--- src/rtl/mem_issue_queue_pkg.sv ---
// Shared types, opcodes and ROB-age helper for the in-order memory issue queue.
package mem_issue_queue_pkg;

   localparam logic [6:0] OPC_LOAD  = 7'b0000011;
   localparam logic [6:0] OPC_STORE = 7'b0100011;

   localparam int MEM_IQ_DEPTH  = 32'd8;
   localparam int MEM_IQ_NUM_WB = 32'd3;
   localparam int ROB_SIZE      = 32'd16;
   localparam int ROB_TAG_W     = 32'd5;
   localparam int PREG_W        = 32'd7;

   typedef struct packed {
      logic [6:0]           opcode;
      logic [31:0]          imm;
      logic [PREG_W-1:0]    ps1;
      logic [PREG_W-1:0]    ps2;
      logic [PREG_W-1:0]    pd;
      logic [ROB_TAG_W-1:0] rob_index;
   } rs_data;

   typedef struct packed {
      rs_data data;
      logic   valid;
      logic   rdy1;
      logic   rdy2;
   } mem_iq_entry;

   // Distance of a tag from the ROB head, i.e. how young the op is.
   function automatic logic [ROB_TAG_W-1:0] rob_age(input logic [ROB_TAG_W-1:0] tag,
                                                    input logic [ROB_TAG_W-1:0] head);
      logic [ROB_TAG_W-1:0] diff;
      diff = tag - head;
      return diff & ROB_TAG_W'(ROB_SIZE - 32'sd1);
   endfunction

endpackage

--- src/rtl/mem_issue_queue.sv ---
// In-order load/store issue queue: wakeup tracking, oldest-first issue, mispredict flush.
// Optional macro MEM_IQ_WAKEUP_BYPASS_EN lets the head issue in the cycle of its last wakeup.
module mem_issue_queue
   import mem_issue_queue_pkg::*;
#(
   parameter int DEPTH    = MEM_IQ_DEPTH,
   parameter int NUM_WB   = MEM_IQ_NUM_WB,
   parameter int ROB_SIZE = mem_issue_queue_pkg::ROB_SIZE
) (
   input  logic                               clk,
   input  logic                               reset,
   input  logic                               dispatch_valid,
   input  rs_data                             dispatch_data,
   input  logic                               dispatch_ps1_ready,
   input  logic                               dispatch_ps2_ready,
   output logic                               dispatch_ready,
   input  logic [NUM_WB-1:0]                  wb_valid,
   input  logic [NUM_WB-1:0][PREG_W-1:0]      wb_pd,
   input  logic [ROB_TAG_W-1:0]               rob_head,
   input  logic                               mispredict,
   input  logic [ROB_TAG_W-1:0]               mispredict_tag,
   input  logic                               fu_mem_ready,
   output logic                               issued,
   output rs_data                             issue_data,
   output logic [$clog2(DEPTH):0]             count
);

   localparam int PTR_W = $clog2(DEPTH);
   localparam logic [PTR_W:0]         FULL_CNT = (PTR_W+1)'(DEPTH);
   localparam logic [PTR_W:0]         ONE_CNT  = (PTR_W+1)'(32'd1);
   localparam logic [PTR_W-1:0]       ONE_PTR  = PTR_W'(32'd1);
   localparam logic [ROB_TAG_W-1:0]   AGE_MASK = ROB_TAG_W'(ROB_SIZE - 32'sd1);

   mem_iq_entry          q_r [DEPTH];
   logic [PTR_W-1:0]     head_r;
   logic [PTR_W-1:0]     tail_r;
   logic [PTR_W:0]       count_r;

   logic [DEPTH-1:0]     wake1_s;
   logic [DEPTH-1:0]     wake2_s;
   logic [DEPTH-1:0]     kill_s;
   logic [PTR_W:0]       survivors_s;
   logic [ROB_TAG_W-1:0] flush_age_s;
   logic                 disp_fire_s;
   logic                 head_rdy1_s;
   logic                 head_rdy2_s;
   mem_iq_entry          head_e_s;
   mem_iq_entry          new_e_s;

   function automatic logic wb_hit(input logic [PREG_W-1:0]             ps,
                                   input logic [NUM_WB-1:0]             v,
                                   input logic [NUM_WB-1:0][PREG_W-1:0] pd);
      logic hit;
      hit = 1'b0;
      for (int p = 0; p < NUM_WB; p++) begin
         if (v[p] && (pd[p] != {PREG_W{1'b0}}) && (pd[p] == ps)) begin
            hit = 1'b1;
         end else begin
            hit = hit;
         end
      end
      return hit;
   endfunction

   // Ages are measured from the ROB head so the comparison survives tag wrap.
   assign flush_age_s = rob_age(mispredict_tag, rob_head) & AGE_MASK;

   for (genvar i = 0; i < DEPTH; i++) begin : g_entry
      assign wake1_s[i] = q_r[i].valid && wb_hit(q_r[i].data.ps1, wb_valid, wb_pd);
      assign wake2_s[i] = q_r[i].valid && wb_hit(q_r[i].data.ps2, wb_valid, wb_pd);
      assign kill_s[i]  = q_r[i].valid &&
                          ((rob_age(q_r[i].data.rob_index, rob_head) & AGE_MASK) > flush_age_s);
   end

   // Number of entries that survive a flush; they form a prefix from the head.
   always_comb begin
      survivors_s = {(PTR_W+1){1'b0}};
      for (int i = 0; i < DEPTH; i++) begin
         if (q_r[i].valid && !kill_s[i]) begin
            survivors_s = survivors_s + ONE_CNT;
         end else begin
            survivors_s = survivors_s;
         end
      end
   end

   assign dispatch_ready = (count_r < FULL_CNT) && !mispredict;
   assign disp_fire_s    = dispatch_valid && dispatch_ready;
   assign count          = count_r;

   // Entry image for a dispatch, including wakeups landing in the same cycle.
   always_comb begin
      new_e_s.data  = dispatch_data;
      new_e_s.valid = 1'b1;
      new_e_s.rdy1  = dispatch_ps1_ready || (dispatch_data.ps1 == {PREG_W{1'b0}}) ||
                      wb_hit(dispatch_data.ps1, wb_valid, wb_pd);
      new_e_s.rdy2  = dispatch_ps2_ready || (dispatch_data.ps2 == {PREG_W{1'b0}}) ||
                      (dispatch_data.opcode == OPC_LOAD) ||
                      wb_hit(dispatch_data.ps2, wb_valid, wb_pd);
   end

   // Head issue decision; the head alone may issue, so younger ops never bypass it.
   always_comb begin
      head_e_s = q_r[head_r];
`ifdef MEM_IQ_WAKEUP_BYPASS_EN
      head_rdy1_s = head_e_s.rdy1 || wake1_s[head_r];
      head_rdy2_s = head_e_s.rdy2 || wake2_s[head_r];
`else
      head_rdy1_s = head_e_s.rdy1;
      head_rdy2_s = head_e_s.rdy2;
`endif
      issued = head_e_s.valid && head_rdy1_s && head_rdy2_s && fu_mem_ready && !mispredict;
      if (head_e_s.valid) begin
         issue_data = head_e_s.data;
      end else begin
         issue_data = '0;
      end
   end

   // Queue state: wakeups, flush, dispatch write and issue retire.
   always_ff @(posedge clk or posedge reset) begin
      if (reset) begin
         head_r  <= {PTR_W{1'b0}};
         tail_r  <= {PTR_W{1'b0}};
         count_r <= {(PTR_W+1){1'b0}};
         for (int i = 0; i < DEPTH; i++) begin
            q_r[i] <= '0;
         end
      end else begin
         for (int i = 0; i < DEPTH; i++) begin
            q_r[i].rdy1 <= q_r[i].rdy1 | wake1_s[i];
            q_r[i].rdy2 <= q_r[i].rdy2 | wake2_s[i];
         end
         if (mispredict) begin
            for (int i = 0; i < DEPTH; i++) begin
               if (kill_s[i]) begin
                  q_r[i].valid <= 1'b0;
               end
            end
            tail_r  <= head_r + survivors_s[PTR_W-1:0];
            count_r <= survivors_s;
         end else begin
            if (issued) begin
               q_r[head_r].valid <= 1'b0;
               head_r            <= head_r + ONE_PTR;
            end
            if (disp_fire_s) begin
               q_r[tail_r] <= new_e_s;
               tail_r      <= tail_r + ONE_PTR;
            end
            case ({disp_fire_s, issued})
               2'b10:   count_r <= count_r + ONE_CNT;
               2'b01:   count_r <= count_r - ONE_CNT;
               default: count_r <= count_r;
            endcase
         end
      end
   end

endmodule

--- config.mk ---
export PLATFORM = sky130hd
export DESIGN_NAME = mem_issue_queue
export DESIGN_NICKNAME = d
export VERILOG_FILES = /design/src/rtl/mem_issue_queue_pkg.sv /design/src/rtl/mem_issue_queue.sv
export SDC_FILE = /design/constraint.sdc
export NUM_CORES = 2
export LEC_CHECK = 0
export BUFFER_PORTS_ARGS = -buffer_cell sky130_fd_sc_hd__clkbuf_2
export CAP_MARGIN = 20
export CORE_UTILIZATION = 56
export DETAILED_ROUTE_END_ITERATION = 8
export PLACE_DENSITY = 0.77
export SETUP_SLACK_MARGIN = 0.3
export SYNTH_ARGS = -nofsm -noshare
export SYNTH_HDL_FRONTEND = slang
export SYNTH_SLANG_ARGS = --single-unit
--- constraint.sdc ---
create_clock -name clk -period 17.1 [get_ports clk]
set_clock_uncertainty 0.1 [all_clocks]
set_input_delay 2.565 -clock clk [delete_from_list [all_inputs] [get_ports clk]]
set_output_delay 2.565 -clock clk [all_outputs]
set_load 0.05 [all_outputs]
==> impl_metrics.env <==
export IMPL_status="finished clean"
export IMPL_use_met2_pct=50.3
export IMPL_syn_nets=2651
export IMPL_first_pass_iters=7
export IMPL_numCtsBuffers=57
export IMPL_irDropWorstVdd_v=0.000149
export IMPL_vias_per_cell=6.31
export IMPL_drive_gt1_share_pct=37.7
export IMPL_powerDensity_nw_per_um2=184
export IMPL_cts_tree="built"
export IMPL_dpl_hpwl_um=50500
export IMPL_grt_antenna_before_repair=3
export IMPL_total_power_mw=6.52
export IMPL_tightest_slew_ps=1220
export IMPL_wl_per_cell_um=24.8
export IMPL_cts_resized=0
export IMPL_critical_path_arrival_ps=10090
export IMPL_drc=0
export IMPL_critPathCapture="tail_r[2]"
export IMPL_ys_async_sr_fraction_pct=100
export IMPL_report_final_slew_viol_count=0
export IMPL_start_kind="primary input"
export IMPL_rows=86
export IMPL_rrSetupSlack_ps=9700
export IMPL_synth_edf_count=0
export IMPL_htreeDepth=2
export IMPL_worstPathMaxFanout=18
export IMPL_synth_area_um2=31800
export IMPL_worstSetupStartpoint="rob_head[1]"
export IMPL_maxCapViolCount=0
export IMPL_p_seq_share_pct=37.3
export IMPL_synth_cell_types=77
export IMPL_io_pins=177
export IMPL_clock_sinks=554
export IMPL_cp_slowest_cell="inv_1"
export IMPL_criticalPathCategory="primary input to flip-flop"
export IMPL_slowest_delay_ps=640
export IMPL_r2r_end="tail_r[2]"
export IMPL_die_h_um=240
export IMPL_grt_pass1_vias=22800
export IMPL_port_buffers=174
export IMPL_finalCritPeriodShare_pct=56.6
export IMPL_postLayoutSetupSlackWorst_ps=7420
export IMPL_ys_seq_area_share_pct=43.6
export IMPL_gp_congestion=0.936
export IMPL_core_area_um2=55600
export IMPL_hold_viol_final=0
export IMPL_grt_max_degree=194
export IMPL_critical_path_most_common_cell="ha_1"
export IMPL_area_growth_pct=11.2
export IMPL_cts_hold_buf=0
export IMPL_grt_util_met1_pct=37.8
export IMPL_setup_tns_ps=0
export IMPL_cts_buffer_depth=3
export IMPL_yosysWarnings=0
export IMPL_crit_required_ps=17510
export IMPL_p_comb_share_pct=42.3
export IMPL_relSlewSlack_pct=18.4
export IMPL_grt_use_met3_pct=4.59
export IMPL_nets=2736
export IMPL_grt_pass1_wl_um=131000
export IMPL_ys_ff_latch=554
export IMPL_die_w_um=240
export IMPL_start_util_pct=57.1
export IMPL_dieArea_um2=57700
export IMPL_dp_cells=3249
export IMPL_vias=21200
export IMPL_clockRootBuffer="clkbuf_16"
export IMPL_syn_inst=2477
export IMPL_busiest_layer="met2"
export IMPL_final_cells=3357
export IMPL_clkPwrFrac_pct=20.4
export IMPL_switching_share_pct=38.1
export IMPL_clk_pin_slew_ps=70
export IMPL_drt_wl_total_um=83200
export IMPL_rr_worst_depth=32
export IMPL_ant_nets=0
export IMPL_post_cts_buffers=0
export IMPL_clk_latency_ps=650
export IMPL_synthFlopType="dfrtp_1"
export IMPL_grt_use_total_pct=29.8
export IMPL_hp_class="flip-flop to flip-flop"
export IMPL_rsz0062_at_grt="no"
export IMPL_leakagePower_nw=15.3
export IMPL_grt_overflow=0
export IMPL_drt_iter0_markers=1710
export IMPL_post_place_ws_ps=6800
export IMPL_p_switching_mw=2.48
export IMPL_finalCriticalPeriod_ps=9680
export IMPL_avgSynthCellArea_um2=12.8
export IMPL_endpoint_kind="flip-flop"
export IMPL_r2r_start="q_r[411]"
export IMPL_fmax_mhz=103
export IMPL_internal_power_mw=4.04
export IMPL_setup_violations=0
export IMPL_whs_ps=400
==> placed cells by master (no fill, tap or decap), types with 11 or more instances in the layout <==
cell type / count
dfrtp_1: 551
mux2_2: 519
xnor2_1: 220
xor2_1: 186
clkbuf_2: 174
mux4_2: 133
nor2_1: 91
mux2i_1: 72
nand4_1: 60
ha_1: 57
clkbuf_16: 57
nor4_1: 48
nand2_1: 44
inv_1: 40
o21ai_0: 40
a21oi_1: 33
nand3_1: 19
buf_4: 19
clkbuf_8: 16
nor2b_1: 15
maj3_1: 11
fa_1: 11
==> registers in the layout (all words and copies together) (netlist names) <==
register and cells:
q_r 544, tail_r 3, count 4, head_r 3
==> metrics by stage <==
stage          util, %  instance area (um^2)
3_3_place_gp      59.8                 33300
6_report          63.6                 35400
2_1_floorplan        -                 31800
5_1_grt           63.6                 35400
3_5_place_dp      59.8                 33300
4_1_cts           63.5                 35300
==> per-layer routing <==
metal	vias to the layer above	part of all wire, %
met5	-	0.034
met4	4	4.1
met3	231	5.8
met2	753	50
met1	11000	40
li1	9156	-
==> critical path, delay by kind of cell <==
kind | cells | cell delay (ps)
AO/OA/AOI/OAI | 10 | 1520
XOR/XNOR | 2 | 340
AND/OR/NAND/NOR | 2 | 640
multiplexers | 2 | 420
buffers and inverters | 6 | 1170
adder cells (fa/ha/maj) | 10 | 3400
==> how the worst min path moves through the flow <==
stage	start	end	slack, ps	cells past startpoint
floorplan	q_r[211]	q_r[211]	370	1
global placement	q_r[189]	q_r[189]	380	1
detailed placement	q_r[420]	q_r[420]	390	1
CTS	q_r[420]	q_r[420]	400	1
global route	q_r[175]	q_r[175]	410	1
finish	q_r[197]	q_r[197]	400	1
==> kinds of logic (layout without fill, tap and decap cells) <==
kind of cell | Yosys count | in the layout | share of synthesized area (%)
xor gates and xnor gates | 410 | 410 | 11.4
AOI/OAI and AO/OA | 152 | 152 | 3.18
adders and majority gates | 79 | 79 | 3.28
and+or+nand+nor | 344 | 344 | 5.83
buffers and inverters | 213 | 344 | 2.56
other | 0 | 1 | 0
DFF | 554 | 554 | 43.6
muxes | 725 | 725 | 30.1
==> area by class of cell <==
class	instances	area, um^2
well taps	748	936
repair buffers	198	1130
fillers	4187	20300
diodes	1	2.50
inverters	41	158
clock inverters	22	359
multi-input cells	1710	17200
flip-flops and latches	554	13900
clock buffers	83	1680
==> power groups by stage <==
stage | clock [mW] | combinational, mW | sequential (mW)
after floorplan | 0 | 2.22 | 2.24
after global placement | 0 | 2.65 | 2.37
after detailed placement | 0 | 2.75 | 2.43
after CTS | 1.35 | 2.77 | 2.41
after global routing | 1.40 | 2.98 | 2.50
final | 1.33 | 2.76 | 2.43
==> synth_stat cells, drive strengths merged, types with 11 or more instances <==
library cell  number  area share [%]
a21oi             34            0.55
mux2             519              18
maj3              11            0.35
nor4              48            0.94
buf               73            0.91
mux2i             73             2.3
nand2             47            0.55
ha                57             2.2
nor2b             16            0.31
inv               41            0.48
fa                11            0.69
o21ai             43            0.69
mux4             133             9.4
dfrtp            554              44
xnor2            221             6.1
xor2             187             5.2
nor2              92             1.1
nand4             60             1.2
clkbuf            99             1.2
nand3             22            0.35
(Power assumes the default switching activity.)
